### config.mk
export PLATFORM = sky130hd
export DESIGN_NAME = drum_seq_ctrl
export DESIGN_NICKNAME = d
export VERILOG_FILES = /design/src/rtl/drum_ctrl_pkg.sv /design/src/rtl/step_tick_gen.sv /design/src/rtl/drum_seq_ctrl.sv
export SDC_FILE = /design/constraint.sdc
export NUM_CORES = 1
export LEC_CHECK = 0
export ABC_AREA = 1
export BUFFER_PORTS_ARGS = -buffer_cell sky130_fd_sc_hd__buf_2
export CAP_MARGIN = 20
export CORE_ASPECT_RATIO = 1.5
export CORE_MARGIN = 2
export CORE_UTILIZATION = 56
export DETAILED_ROUTE_END_ITERATION = 7
export GPL_TIMING_DRIVEN = 0
export PLACE_DENSITY = 0.77
export SLEW_MARGIN = 0
export SYNTH_ARGS = -nofsm -noshare
export SYNTH_HDL_FRONTEND = slang
export SYNTH_SLANG_ARGS = --single-unit
### constraint.sdc
create_clock -name clk -period 2.7 [get_ports clk]
set_input_delay 0.135 -clock clk [delete_from_list [all_inputs] [get_ports clk]]
set_output_delay 0.135 -clock clk [all_outputs]
set_load 0.01 [all_outputs]
### src/rtl/drum_ctrl_pkg.sv
// drum_ctrl_pkg: shared state codes and step constants for the drum sequencer
package drum_ctrl_pkg;
  typedef enum logic [2:0] {
    S_IDLE     = 3'd0,
    S_LOAD_BPM = 3'd1,
    S_LOAD_I1  = 3'd2,
    S_LOAD_I2  = 3'd3,
    S_LOAD_I3  = 3'd4,
    S_LOAD_I4  = 3'd5,
    S_PLAY     = 3'd6,
    S_PAUSE    = 3'd7
  } drum_state_e;
  localparam int STEPS        = 8;
  localparam int TIMING_FIRST = 1;
endpackage

### src/rtl/step_tick_gen.sv
// step_tick_gen: BPM phase accumulator producing step_tick and the 1..8 step index
// Ports: clk, reset (sync, active-low), run (advance this edge), clear (zero phase;
//        timing loads 1 when run else 0), bpm, step_tick (1-cycle pulse), timing.
module step_tick_gen
  import drum_ctrl_pkg::*;
#(
  parameter int STEP_DIV = 1_500_000_000,
  parameter int ACC_W    = 32
) (
  input  logic       clk,
  input  logic       reset,
  input  logic       run,
  input  logic       clear,
  input  logic [7:0] bpm,
  output logic       step_tick,
  output logic [3:0] timing
);
  localparam logic [ACC_W:0] DIV = (ACC_W+1)'(STEP_DIV);
  logic [ACC_W-1:0] acc_q;
  logic [ACC_W:0]   sum;
  logic             hit;
  logic             tick_q;
  logic [3:0]       timing_q;
  // one spare carry bit so a large threshold plus bpm can never wrap
  assign sum       = {1'b0, acc_q} + (ACC_W+1)'(bpm);
  assign hit       = sum >= DIV;
  assign step_tick = tick_q;
  assign timing    = timing_q;
  always_ff @(posedge clk) begin
    if (!reset) begin
      acc_q    <= '0;
      tick_q   <= 1'b0;
      timing_q <= '0;
    end else if (clear) begin
      acc_q    <= '0;
      tick_q   <= 1'b0;
      timing_q <= run ? 4'(TIMING_FIRST) : 4'd0;
    end else if (run) begin
      acc_q    <= hit ? ACC_W'(sum - DIV) : sum[ACC_W-1:0];
      tick_q   <= hit;
      timing_q <= !hit ? timing_q : (timing_q == 4'(STEPS)) ? 4'(TIMING_FIRST) : timing_q + 4'd1;
    end else begin
      tick_q   <= 1'b0;
    end
  end
endmodule

### src/rtl/drum_seq_ctrl.sv
// drum_seq_ctrl: single-button entry of BPM and four patterns, then step playback
// Ports: clk, reset (sync, active-low), go (advance, level), stop (abort to IDLE),
//        sel (BPM switches); outputs ld_bpm/ld_ins1..4 strobes, play, timing 1..8,
//        step_tick, bpm, state code.
// Build option: define PAUSE_DRUM_EN to let go toggle PLAY <-> PAUSE.
module drum_seq_ctrl
  import drum_ctrl_pkg::*;
#(
  parameter int STEP_DIV = 1_500_000_000,
  parameter int ACC_W    = 32
) (
  input  logic       clk,
  input  logic       reset,
  input  logic       go,
  input  logic       stop,
  input  logic [7:0] sel,
  output logic       ld_bpm,
  output logic       ld_ins1,
  output logic       ld_ins2,
  output logic       ld_ins3,
  output logic       ld_ins4,
  output logic       play,
  output logic [3:0] timing,
  output logic       step_tick,
  output logic [7:0] bpm,
  output logic [2:0] state
);
  drum_state_e state_q;
  logic        go_q;
  logic        play_q;
  logic [4:0]  ld_q;
  logic [7:0]  bpm_q;
  logic        go_rise;
  logic        enter;
  logic        run;
  logic        clear;
  assign go_rise = go & ~go_q;
  assign enter   = (state_q == S_LOAD_I4) & go_rise & ~stop;
  // run is high on every edge whose next state is PLAY, so the pausing edge holds phase
`ifdef PAUSE_DRUM_EN
  assign run = enter | (~stop & (((state_q == S_PLAY) & ~go_rise) | ((state_q == S_PAUSE) & go_rise)));
`else
  assign run = enter | ((state_q == S_PLAY) & ~stop);
`endif
  assign clear = enter | (stop & ((state_q == S_PLAY) | (state_q == S_PAUSE)));
  assign {ld_ins4, ld_ins3, ld_ins2, ld_ins1, ld_bpm} = ld_q;
  assign play  = play_q;
  assign bpm   = bpm_q;
  assign state = state_q;
  always_ff @(posedge clk) begin
    if (!reset) begin
      state_q <= S_IDLE;
      go_q    <= 1'b0;
      play_q  <= 1'b0;
      ld_q    <= '0;
      bpm_q   <= '0;
    end else begin
      go_q <= go;
      ld_q <= '0;
      if (stop) begin
        state_q <= S_IDLE;
        play_q  <= 1'b0;
      end else if (go_rise) begin
        case (state_q)
          S_IDLE:     state_q <= S_LOAD_BPM;
          S_LOAD_BPM: begin state_q <= S_LOAD_I1; bpm_q <= sel; ld_q <= 5'b00001; end
          S_LOAD_I1:  begin state_q <= S_LOAD_I2; ld_q <= 5'b00010; end
          S_LOAD_I2:  begin state_q <= S_LOAD_I3; ld_q <= 5'b00100; end
          S_LOAD_I3:  begin state_q <= S_LOAD_I4; ld_q <= 5'b01000; end
          S_LOAD_I4:  begin state_q <= S_PLAY; ld_q <= 5'b10000; play_q <= 1'b1; end
`ifdef PAUSE_DRUM_EN
          S_PLAY:     begin state_q <= S_PAUSE; play_q <= 1'b0; end
          S_PAUSE:    begin state_q <= S_PLAY; play_q <= 1'b1; end
`endif
          default:    state_q <= state_q;
        endcase
      end
    end
  end
  step_tick_gen #(.STEP_DIV(STEP_DIV), .ACC_W(ACC_W)) u_tick (
    .clk       (clk),
    .reset     (reset),
    .run       (run),
    .clear     (clear),
    .bpm       (bpm_q),
    .step_tick (step_tick),
    .timing    (timing)
  );
endmodule

==> flow_metrics.tcl <==
set metrics [dict create \
    place_inst 1080 \
    fin_skew_ps 8.73 \
    fmax_ghz 0.325 \
    hold_violations 0 \
    violations "setup timing" \
    place_congestion 1.05 \
    cts_tree "yes" \
    setup_viol 29 \
    rsz0062_at_grt "yes" \
    crit_chain "ha_4, inv_2, fa_2, inv_2, nand2_1, nand2_1, nand3_2, nand2_4, xor2_4, nand3_4, o21ai_1, nand2_1, nand2_1, xor2_1, nand2_4, nand3_4, nand2_2, inv_1" \
    cp-end-kind "flop" \
    drive_gt1_share_pct 30.3 \
    io_pins 34 \
    final_nets 1041 \
    initial_core_util_pct 56.9 \
    yosysWarnings 0 \
    placementRows 43 \
    p_leak_nw 3.34 \
    grt_first_pass_wirelength_um 27400 \
    hold_buffers 0 \
    instances_no_fill 1130 \
    avgSynthCellArea_um2 5.57 \
    drv_cap 0 \
    htreeDepth 2 \
    slew_headroom_pct 45.6 \
    grt_pass1_vias 5821 \
    grt_max_degree 19 \
    required_ps 2960 \
    n_antenna_cell 0 \
    critPathMostFrequentCell "nand2_1" \
    synth.distinct_cells 40 \
    route.detailed.drc 0 \
    hp-class "input pin to flop" \
    fp.dieArea_mm2 0.0101 \
    syn-cell-area_mm2 0.00520 \
    startpoint_type "flop" \
    crit_slowest_cell "o21ai_1" \
    area_growth_pct 31.8 \
    pre_cts_ws_ps -706 \
    avgViaCountPerCell 5.83 \
    fin_tns_setup_ps -8840 \
    status "finished, violations left" \
    clkLatencyLatePin_ps 310 \
    tightestPinTransition_ps 816 \
    ys_seq_area_share_pct 21.2 \
    numCtsBuffers 5 \
    dp.final_hpwl_um 13600 \
    endpoint "u_tick.acc_q[21]" \
    first_pass_iters 5 \
    die_x_um 82.7 \
    finalMaxSlewViolations 0 \
    reg2regPathDepth 18 \
    r2r-end "u_tick.acc_q[21]" \
    period_minus_slack_ps 3080 \
    clockBufferDepth 2 \
    vias 6585 \
    fin_crit_sh_pct 114 \
    crit_path_max_fanout 4 \
    routed_wl_um 19300 \
    post_drt_wl_per_cell_um 17.1 \
    drt-initial-drc-count 415 \
    grt_usage_pct 36.0 \
    grt_antenna_before_repair 0 \
    postLayoutSetupSlackWorst_ps -375 \
    critPathKind "flop to flop" \
    coreArea_mm2 0.00915 \
    r2r_slack_ps -380 \
    die_h_um 122 \
    cts_root_buffer "clkbuf_16" \
    crit_path_max_incr_delay_ps 490 \
    syn_nets 959 \
    critical_path_arrival_ps 3330 \
    regToRegStartpoint "bpm[0]" \
    p_per_area_mw_per_mm2 241 \
    syn_inst 935 \
    ant_nets 0 \
    irDropWorstVdd_v 0.000431 \
    clk_pin_slew_ps 80 \
    cts.sinks 55 \
    synth-seq-cells 55 \
    startpoint "bpm[0]" \
    io_buffer_count 33 \
    grt-ovfl-total 0 \
]
[cells by family (layout without fill, tap and decap cells)]
| logic type | after synthesis | after routing | share of synthesized area, % |
|---|---|---|---|
| compound gates | 77 | 77 | 8.05 |
| xor+xnor | 13 | 13 | 2.33 |
| fa+ha+maj | 12 | 12 | 3.03 |
| buf+inv | 155 | 238 | 11.9 |
| flops | 55 | 55 | 21.2 |
| simple gates | 623 | 623 | 53.5 |
[worst min path at each step]
stage          endpoint  depth (start not counted)  start  slack [ps]
2_1_floorplan      go_q                          2     go         230
3_3_place_gp       go_q                          3     go         320
3_5_place_dp       go_q                          3     go         350
4_1_cts            go_q                          3     go          30
5_1_grt            go_q                          3     go          40
6_report           go_q                          3     go          30
[synth_stat cells (all sizes together)]
master  instances  area [µm²]
a21oi          43         230
o21ai          27         139
nor3b           2        20.0
clkbuf          8        30.0
inv           134         505
nand4          21         131
ha             11         138
nand2         333        1370
o21bai          2        15.0
dfxtp          55        1100
nor2          134         543
nor4            3        18.8
a31oi           3        18.8
o32ai           1        8.76
nor3            8        56.3
a211oi          1        7.51
fa              1        20.0
xnor2           1        8.76
nand3         120         636
nand3b          2        15.0
buf            10        72.6
xor2           12         113
clkinv          3        11.3
[cell type report]
class	count	area (µm²)
plain buffers	16	109
clock buffers	5	125
clock inverters	3	45.0
fillers	758	2290
inverters	137	524
multi-input cells	725	4250
flip-flops and latches	55	1110
well taps	112	140
repair buffers	77	553
[cell usage in the layout (no fill, tap or decap), drive strengths merged, types with 8 or more instances in the layout]
cell / count
xor2: 12
nand2: 333
ha: 11
a21oi: 43
o21ai: 27
nand3: 120
inv: 136
clkbuf: 13
buf: 85
dfxtp: 55
nor2: 134
nand4: 21
nor3: 8
[metrics by stage]
stage | hold WS (ps) | power (mW) | utilization (%) | cell area (µm²)
2_1_floorplan | 228 | 0.870 | - | 5230
3_3_place_gp | 325 | 0.894 | 60.5 | 5540
3_5_place_dp | 349 | 0.895 | 60.5 | 5540
4_1_cts | 34.0 | 1.65 | 68.8 | 6290
5_1_grt | 42.4 | 1.69 | 75.0 | 6860
6_report | 29.8 | 1.66 | 75.0 | 6860
[power by group]
group,leakage [nW],internal (mW),switching (mW)
combinational,2.81,0.0225,0.0435
sequential,0.447,0.813,0.00426
clock,0.0847,0.443,0.330
[registers in the layout, summed over array words and instances, names as in the netlist]
name              flops
state                 3
ld_q                  5
u_tick.step_tick      1
u_tick.acc_q         32
play                  1
go_q                  1
u_tick.timing         4
bpm                   8
[metal layers]
metal / track usage [%] / part of all wire, % / up-vias
met5: 0 / 0 / -
met4: 28.4 / 11 / 0
met3: 4.96 / 7.0 / 144
met2: 64.2 / 49 / 358
met1: 35.9 / 33 / 2967
li1: - / - / 3116
[critical path: cells and delay by family, from the launching register on]
kind | cells | cell delay, ps
simple gates | 10 | 960
compound gates | 1 | 490
xor+xnor | 2 | 540
fa+ha+maj | 2 | 480
flops | 1 | 370
buf+inv | 3 | 180
[timing repair]
| item | CTS | global route |
|---|---|---|
| gates resized for setup | 82 | 131 |
| setup endpoints to repair | 29 | 31 |
| gates cloned | 1 | 0 |
| pin swaps | 25 | 52 |
| buffers inserted | 30 | 14 |
Note: power is estimated with default switching activity, not from simulation.
